## src/rtl/traffic_pkg.sv

```systemverilog
// Shared state codes, lamp encodings and the fixed phase order for the intersection sequencer.
package traffic_pkg;

  typedef enum logic [2:0] {
    A_GREEN   = 3'd0,
    A_YELLOW  = 3'd1,
    ALL_RED_1 = 3'd2,
    B_GREEN   = 3'd3,
    B_YELLOW  = 3'd4,
    ALL_RED_2 = 3'd5,
    FLASH     = 3'd6
  } state_t;

  // Lamp bits are {red,yellow,green}
  localparam logic [2:0] LAMP_RED = 3'b100;
  localparam logic [2:0] LAMP_YEL = 3'b010;
  localparam logic [2:0] LAMP_GRN = 3'b001;
  localparam logic [2:0] LAMP_OFF = 3'b000;

  function automatic state_t seq_next(input state_t s);
    case (s)
      A_GREEN:   return A_YELLOW;
      A_YELLOW:  return ALL_RED_1;
      ALL_RED_1: return B_GREEN;
      B_GREEN:   return B_YELLOW;
      B_YELLOW:  return ALL_RED_2;
      default:   return A_GREEN;
    endcase
  endfunction

endpackage

```

## src/rtl/phase_backcounter.sv

```systemverilog
// Loadable seconds down-counter; load wins over the tick and the count parks at 1 (or 0) without wrapping.
// last flags the final second of a phase so the FSM can reload in the same cycle.
module phase_backcounter #(
  parameter int          W       = 4,
  parameter int unsigned RST_VAL = 1
) (
  input  logic         clk,
  input  logic         rst_n,
  input  logic         pulse_1s,
  input  logic         load,
  input  logic [W-1:0] load_val,
  output logic [W-1:0] count,
  output logic         last
);

  always_ff @(posedge clk or negedge rst_n) begin
    if (!rst_n)
      count <= W'(RST_VAL);
    else if (load)
      count <= load_val;
    else if (pulse_1s && count > W'(1))
      count <= count - W'(1);
  end

  assign last = (count == W'(1));

endmodule

```

## src/rtl/traffic_phase_ctrl.sv

```systemverilog
// Six-phase two-road sequencer with side-road demand extension and night flashing mode.
// Lamps are a Moore decode of the registered state; the counter reloads on the boundary tick itself.
module traffic_phase_ctrl
  import traffic_pkg::*;
#(
  parameter int          W    = 4,
  parameter int unsigned T_AG = 10,
  parameter int unsigned T_AY = 3,
  parameter int unsigned T_BG = 7,
  parameter int unsigned T_BY = 3,
  parameter int unsigned T_AR = 2
) (
  input  logic         clk,
  input  logic         rst_n,
  input  logic         pulse_1s,
  input  logic         car_b,
  input  logic         night_mode,
  output logic [2:0]   light_a,
  output logic [2:0]   light_b,
  output logic [W-1:0] remain,
  output logic [2:0]   phase
);

  localparam int unsigned MAX_DUR = (1 << W) - 1;

  if (T_AG < 1 || T_AG > MAX_DUR || T_AY < 1 || T_AY > MAX_DUR ||
      T_BG < 1 || T_BG > MAX_DUR || T_BY < 1 || T_BY > MAX_DUR ||
      T_AR < 1 || T_AR > MAX_DUR) begin : g_bad_duration
    $error("traffic_phase_ctrl: every phase duration must lie in 1..2^W-1");
  end

  state_t       state, nxt_state;
  logic         blink, nxt_blink;
  logic         load;
  logic [W-1:0] load_val;
  logic [W-1:0] count;
  logic         last;

  function automatic logic [W-1:0] dur(input state_t s);
    case (s)
      A_YELLOW:             return W'(T_AY);
      ALL_RED_1, ALL_RED_2: return W'(T_AR);
      B_GREEN:              return W'(T_BG);
      B_YELLOW:             return W'(T_BY);
      default:              return W'(T_AG);
    endcase
  endfunction

  phase_backcounter #(.W(W), .RST_VAL(T_AG)) u_cnt (
    .clk      (clk),
    .rst_n    (rst_n),
    .pulse_1s (pulse_1s),
    .load     (load),
    .load_val (load_val),
    .count    (count),
    .last     (last)
  );

  always_comb begin
    nxt_state = state;
    nxt_blink = blink;
    load      = 1'b0;
    load_val  = '0;
    case (state)
      FLASH: begin
        if (pulse_1s) begin
          if (!night_mode) begin
            nxt_state = ALL_RED_2;
            nxt_blink = 1'b0;
            load      = 1'b1;
            load_val  = W'(T_AR);
          end else begin
            nxt_blink = ~blink;
          end
        end
      end
      A_GREEN, A_YELLOW, ALL_RED_1, B_GREEN, B_YELLOW, ALL_RED_2: begin
        if (pulse_1s && last) begin
          load = 1'b1;
          if (night_mode) begin
            nxt_state = FLASH;
            nxt_blink = 1'b1;
            load_val  = '0;
          end else if (state == A_GREEN && !car_b) begin
            load_val = W'(T_AG);
          end else begin
            nxt_state = seq_next(state);
            load_val  = dur(seq_next(state));
          end
        end
      end
      default: begin
        // Illegal code 7 recovers without waiting for a tick
        nxt_state = A_GREEN;
        nxt_blink = 1'b0;
        load      = 1'b1;
        load_val  = W'(T_AG);
      end
    endcase
  end

  always_ff @(posedge clk or negedge rst_n) begin
    if (!rst_n) begin
      state <= A_GREEN;
      blink <= 1'b0;
    end else begin
      state <= nxt_state;
      blink <= nxt_blink;
    end
  end

  always_comb begin
    light_a = LAMP_RED;
    light_b = LAMP_RED;
    case (state)
      A_GREEN:  light_a = LAMP_GRN;
      A_YELLOW: light_a = LAMP_YEL;
      B_GREEN:  light_b = LAMP_GRN;
      B_YELLOW: light_b = LAMP_YEL;
      FLASH: begin
        light_a = blink ? LAMP_YEL : LAMP_OFF;
        light_b = blink ? LAMP_YEL : LAMP_OFF;
      end
      default: ;
    endcase
  end

  assign remain = count;
  assign phase  = state;

endmodule

```

## config.mk

```make
export PLATFORM = sky130hd
export DESIGN_NAME = traffic_phase_ctrl
export DESIGN_NICKNAME = d
export VERILOG_FILES = /design/src/rtl/traffic_pkg.sv /design/src/rtl/phase_backcounter.sv /design/src/rtl/traffic_phase_ctrl.sv
export SDC_FILE = /design/constraint.sdc
export NUM_CORES = 1
export LEC_CHECK = 0
export CAP_MARGIN = 20
export CORE_MARGIN = 1
export CORE_UTILIZATION = 49
export CTS_BUF_LIST = sky130_fd_sc_hd__clkbuf_8
export DETAILED_ROUTE_END_ITERATION = 12
export GPL_ROUTABILITY_DRIVEN = 1
export HOLD_SLACK_MARGIN = 0.03
export PLACE_DENSITY_LB_ADDON = 0.3
export SLEW_MARGIN = 15
export SYNTH_ARGS = -nofsm -noshare
export SYNTH_HDL_FRONTEND = slang
export SYNTH_SLANG_ARGS = --single-unit
```

## constraint.sdc

```tcl
create_clock -name clk -period 1.84 [get_ports clk]
set_clock_uncertainty 0.1 [all_clocks]
set_input_delay 0.46 -clock clk [delete_from_list [all_inputs] [get_ports clk]]
set_output_delay 0.46 -clock clk [all_outputs]
set_load 0.05 [all_outputs]
```

==> impl_metrics.ini, run 1 <==
[clock_tree]
post_cts_hold_buffer_count = 0
post_cts_buffers = 8
cts-root-buf = clkbuf_8
cts_buffer_depth = 2
h-tree-depth = 1
cts_resized = 6
numCtsBuffers = 3
numClockSinks = 8

[yosys]
synth.yosys.warnings = 0
syn_inst = 76
ys_types = 37
synth_sequential_area_ratio_pct = 30.7
synth_top_cells_by_area = dfrtp_1 23%, dfstp_2 8.0%, a21oi_1 6.1%, o31ai_1 5.7%, a2111oi_4 4.2%
syn-num-nets = 83
syn_area_cell_um2 = 8.69
synth.largest_area_cell = dfrtp_1
yosysTopAreaCellShare_pct = 22.7
mappedNetlistArea_um2 = 661
yosys_register_bits = 8

[placed_design]
io_buffer_count = 17
hpwl_mm = 2.06
gp_congestion = 0.972
dpl.cell_count = 114

[status]
last-stage-reached = 4_1_cts
run.stop_error = [ERROR DPL-0038] Utilization greater than 100%, impossible to legalize
outcome = did not finish

[die]
die-width_um = 38.7
initial_utilization_pct = 55.7
design.portCount = 18
floorplan.die.height_um = 38.7
std_cell_rows = 12
[stage by stage]
step                cell area [µm²]  worst slack [ns]  hold slack (ns)
floorplan                       743            -0.266           0.0644
global placement               1110            -0.207            0.430
detailed placement             1110            -0.272            0.443
[cells in the mapped netlist (all sizes together)]
master,count
mux2i,1
a2111oi,1
inv,5
o31ai,5
o211ai,3
nor3b,1
nand2,5
a22o,1
o21ai,2
nor2,8
nand3,1
o32a,1
and4bb,1
o22ai,2
o32ai,1
a21oi,8
and2b,1
nand4bb,1
xnor2,1
nor2b,1
dfrtp,6
a32oi,1
o21a,1
o22a,1
ha,2
nor3,4
and2,1
buf,3
or3,3
a32o,1
dfstp,2
nor4,1
[cells by family after synthesis]
logic type | count (synthesis) | synth area share (%)
compound gates | 28 | 33.0
fa+ha+maj | 2 | 3.79
mux | 1 | 1.52
simple gates | 28 | 24.6
buf+inv | 8 | 5.11
flops | 8 | 30.7
xor+xnor | 1 | 1.33
==> run 2, diff against run 1 <==
- CORE_AREA: not set -> 2 2 63 65
- CORE_MARGIN: 1 -> not set
- CORE_UTILIZATION: 49 -> not set
- CTS_BUF_LIST: sky130_fd_sc_hd__clkbuf_8 -> not set
- DIE_AREA: not set -> 0 0 65 67
- HOLD_SLACK_MARGIN: 0.03 -> not set
- PLACE_DENSITY_LB_ADDON: 0.3 -> 0.15
==> impl_metrics.ini, run 2 <==
[yosys]
synth_top_cells_by_area = dfrtp_1 23%, dfstp_2 8.0%, a21oi_1 6.1%, o31ai_1 5.7%, a2111oi_4 4.2%
synth-edff-count = 0
synth_sequential_area_ratio_pct = 30.7
postSynth.asyncResetShare_pct = 100
yosys_register_bits = 8
yosysTopAreaCellShare_pct = 22.7
ys_types = 37
synth_commonest_cells = 8 x a21oi_1, 7 x nor2_1, 6 x dfrtp_1
syn_area_cell_um2 = 8.69
synth.yosys.warnings = 0
syn-num-nets = 83
mappedNetlistArea_um2 = 661
synth.largest_area_cell = dfrtp_1
syn_inst = 76
yosys.cell_count.top_type = a21oi_1
ys_dominant_reg_cell = dfrtp_1

[sta]
timing.fmax_ghz = 0.533
final_max_slew_viol_count = 0
max_slew.worst_pin.slew_ns = 0.415
fin_crit_ns = 1.88
rsz0062_at_grt = yes
final.period_utilization_pct = 102
whs_ns = 0.397
timing.final.ws_setup_ns = -0.0351
final-setup-viol-count = 4
relative_slew_slack_pct = 72.3
hold_viol_final = 0

[setup_path]
worst-endpoint-arrival_ns = 1.32
worstSetupPathType = register to primary output
critPathRequiredTime_ns = 1.28
cells_along_the_critical_path = and2b_2, nand3_2, o31ai_4, buf_12
critical-path-max-stage-delay_ns = 0.42
cp_slowest_cell = dfrtp_2
cp-start-kind = register
path_max_fanout = 5
crit_path_end_kind = primary output

[placed_design]
dpl.cell_count = 153
hpwl_mm = 1.67
gp_congestion = 0.837
post_place_setup_slack_ns = -0.195
io_buffer_count = 17

[global_route]
global_route.peak_usage_layer = met2
grtUsageMet2_pct = 19.1
grt_antenna_before_repair = 0
vias_in_the_first_global_route = 810
grt_util_met3_pct = 3.72
globalRouteTotalUtil_pct = 11.3
global_route.overflow_total = 0
largest_net_degree_at_the_start_of_global_routing = 10
first_pass_grt_wire_length_mm = 3.77
use_met1_pct = 13.4

[die]
std_cell_rows = 22
floorplan.die.height_um = 67
die-area_um2 = 4360
die-width_um = 65
floorplan.core_area_um2 = 3610
initial_utilization_pct = 18.3
design.portCount = 18

[pwr]
power.static_leakage_nw = 0.541
switching_power_mw = 1.35
power.internal_mw = 1.49
power.share.combinational_pct = 77.5
power.ir.vdd_worst_mv = 0.516
pwr-share-seq_pct = 14.1
sw_frac_of_total_pct = 47.5
clock_power_share_pct = 8.4
power_density_nw_per_um2 = 2130
total_power_mw = 2.83

[final_layout]
sequential_cell_area_um2 = 208
fin_cells = 166
layout-drive-gt1-share_pct = 54.2
area_delta_synth_final_pct = 101
most-common-layout-cells = 22 x buf_4, 13 x buf_12, 7 x a21oi_1, 6 x nor2_1, 5 x nand2_1
largest_reg_flops = 4
nNetsFinal = 126
multi_input_comb_area_um2 = 508
antenna-diode-count = 0
layout.cells.most_common = buf_4
n_fill_cell = 355
registers.top_by_ff_count = u_cnt.count

[drt]
drt.antenna.violating_nets = 0
wl_per_cell_um = 13.4
drt-vias-per-instance = 4.67
final_wirelength_mm = 2.22
vias = 775
firstDrtPassIters = 4
drtIter0Drc = 21
drc = 0

[flow_run]
timing.max_cap.violations = 0

[status]
violations = negative setup slack
outcome = finished with violations

[clock_tree]
numCtsBuffers = 3
numClockSinks = 8
worst_setup_hold_path_clk_slew_ns = 0.04
cts_buffer_depth = 2
clk_latency_ns = 0.24
cts_tree = built
h-tree-depth = 1
cts-root-buf = clkbuf_8

[worst_hold_path]
min-delay-path-class = register to register
## run 2: cells by family after synthesis
logic type | synth area share (%)
xor+xnor | 1.33
compound gates | 33.0
buf+inv | 5.11
simple gates | 24.6
mux | 1.52
flops | 30.7
fa+ha+maj | 3.79
## run 2: cell type report
class | instances | area share, %
well taps | 48 | 4.52
flip-flops and latches | 8 | 15.6
clock buffers | 4 | 3.39
inverters | 5 | 1.41
repair buffers | 41 | 36.9
multi-input cells | 60 | 38.2
## run 2: final timing paths
kind,from,endpoint,slack (ns),cells after the start
worst max-delay path,phase[0]$_DFFE_PN0P_,light_a[1],-0.04,4
worst min-delay path,u_cnt.count[1]$_DFFE_PN1P_,u_cnt.count[1]$_DFFE_PN1P_,0.40,2
worst max register to register,u_cnt.count[1]$_DFFE_PN1P_,phase[0]$_DFFE_PN0P_,0.11,6
worst min register to register,u_cnt.count[1]$_DFFE_PN1P_,u_cnt.count[1]$_DFFE_PN1P_,0.40,2
max in group asynchronous,rst_n,u_cnt.count[1]$_DFFE_PN1P_,0.90,1
min in group asynchronous,rst_n,u_cnt.count[2]$_DFFE_PN0P_,0.42,1
## run 2: through the flow
stage	setup TNS [ns]	instance area, µm²	util (%)
floorplan	-0.698	743	-
global placement	-0.894	1190	33.0
detailed placement	-0.895	1190	33.0
CTS	-0.102	1290	35.9
global route	-0.329	1330	36.9
finish	-0.105	1330	36.9
## run 2: routing by layer
layer	part of all wire, %	wire (µm)
met1	45	1000
met2	49	1090
met3	4.7	104
met4	1.2	27
met5	0	0
## run 2: critical path, delay by kind of cell, from the launching register on
family | cells | cell delay (ns)
flip-flops | 1 | 0.42
AND/OR/NAND/NOR | 2 | 0.40
buffers and inverters | 1 | 0.17
AO/OA/AOI/OAI | 1 | 0.08
## run 2: what timing repair did
action                                  CTS  global route
cloned                                    0             0
setup buffers                             8             1
gates resized for setup                   0             7
pin swaps                                 2             0
hold buffers                              0             0
endpoints found under the hold margin     0             0
endpoints found under the setup margin    4            12
## run 2: power groups by stage
| stage | clock, mW | sequential (mW) | combinational [mW] |
|---|---|---|---|
| finish | 0.237 | 0.399 | 2.20 |
| global route | 0.252 | 0.416 | 2.33 |
| detailed placement | 0 | 0.444 | 1.99 |
| CTS | 0.243 | 0.395 | 2.15 |
| floorplan | 0 | 0.626 | 0.923 |
| global placement | 0 | 0.445 | 1.99 |
Note: power is estimated with default switching activity, not from simulation.
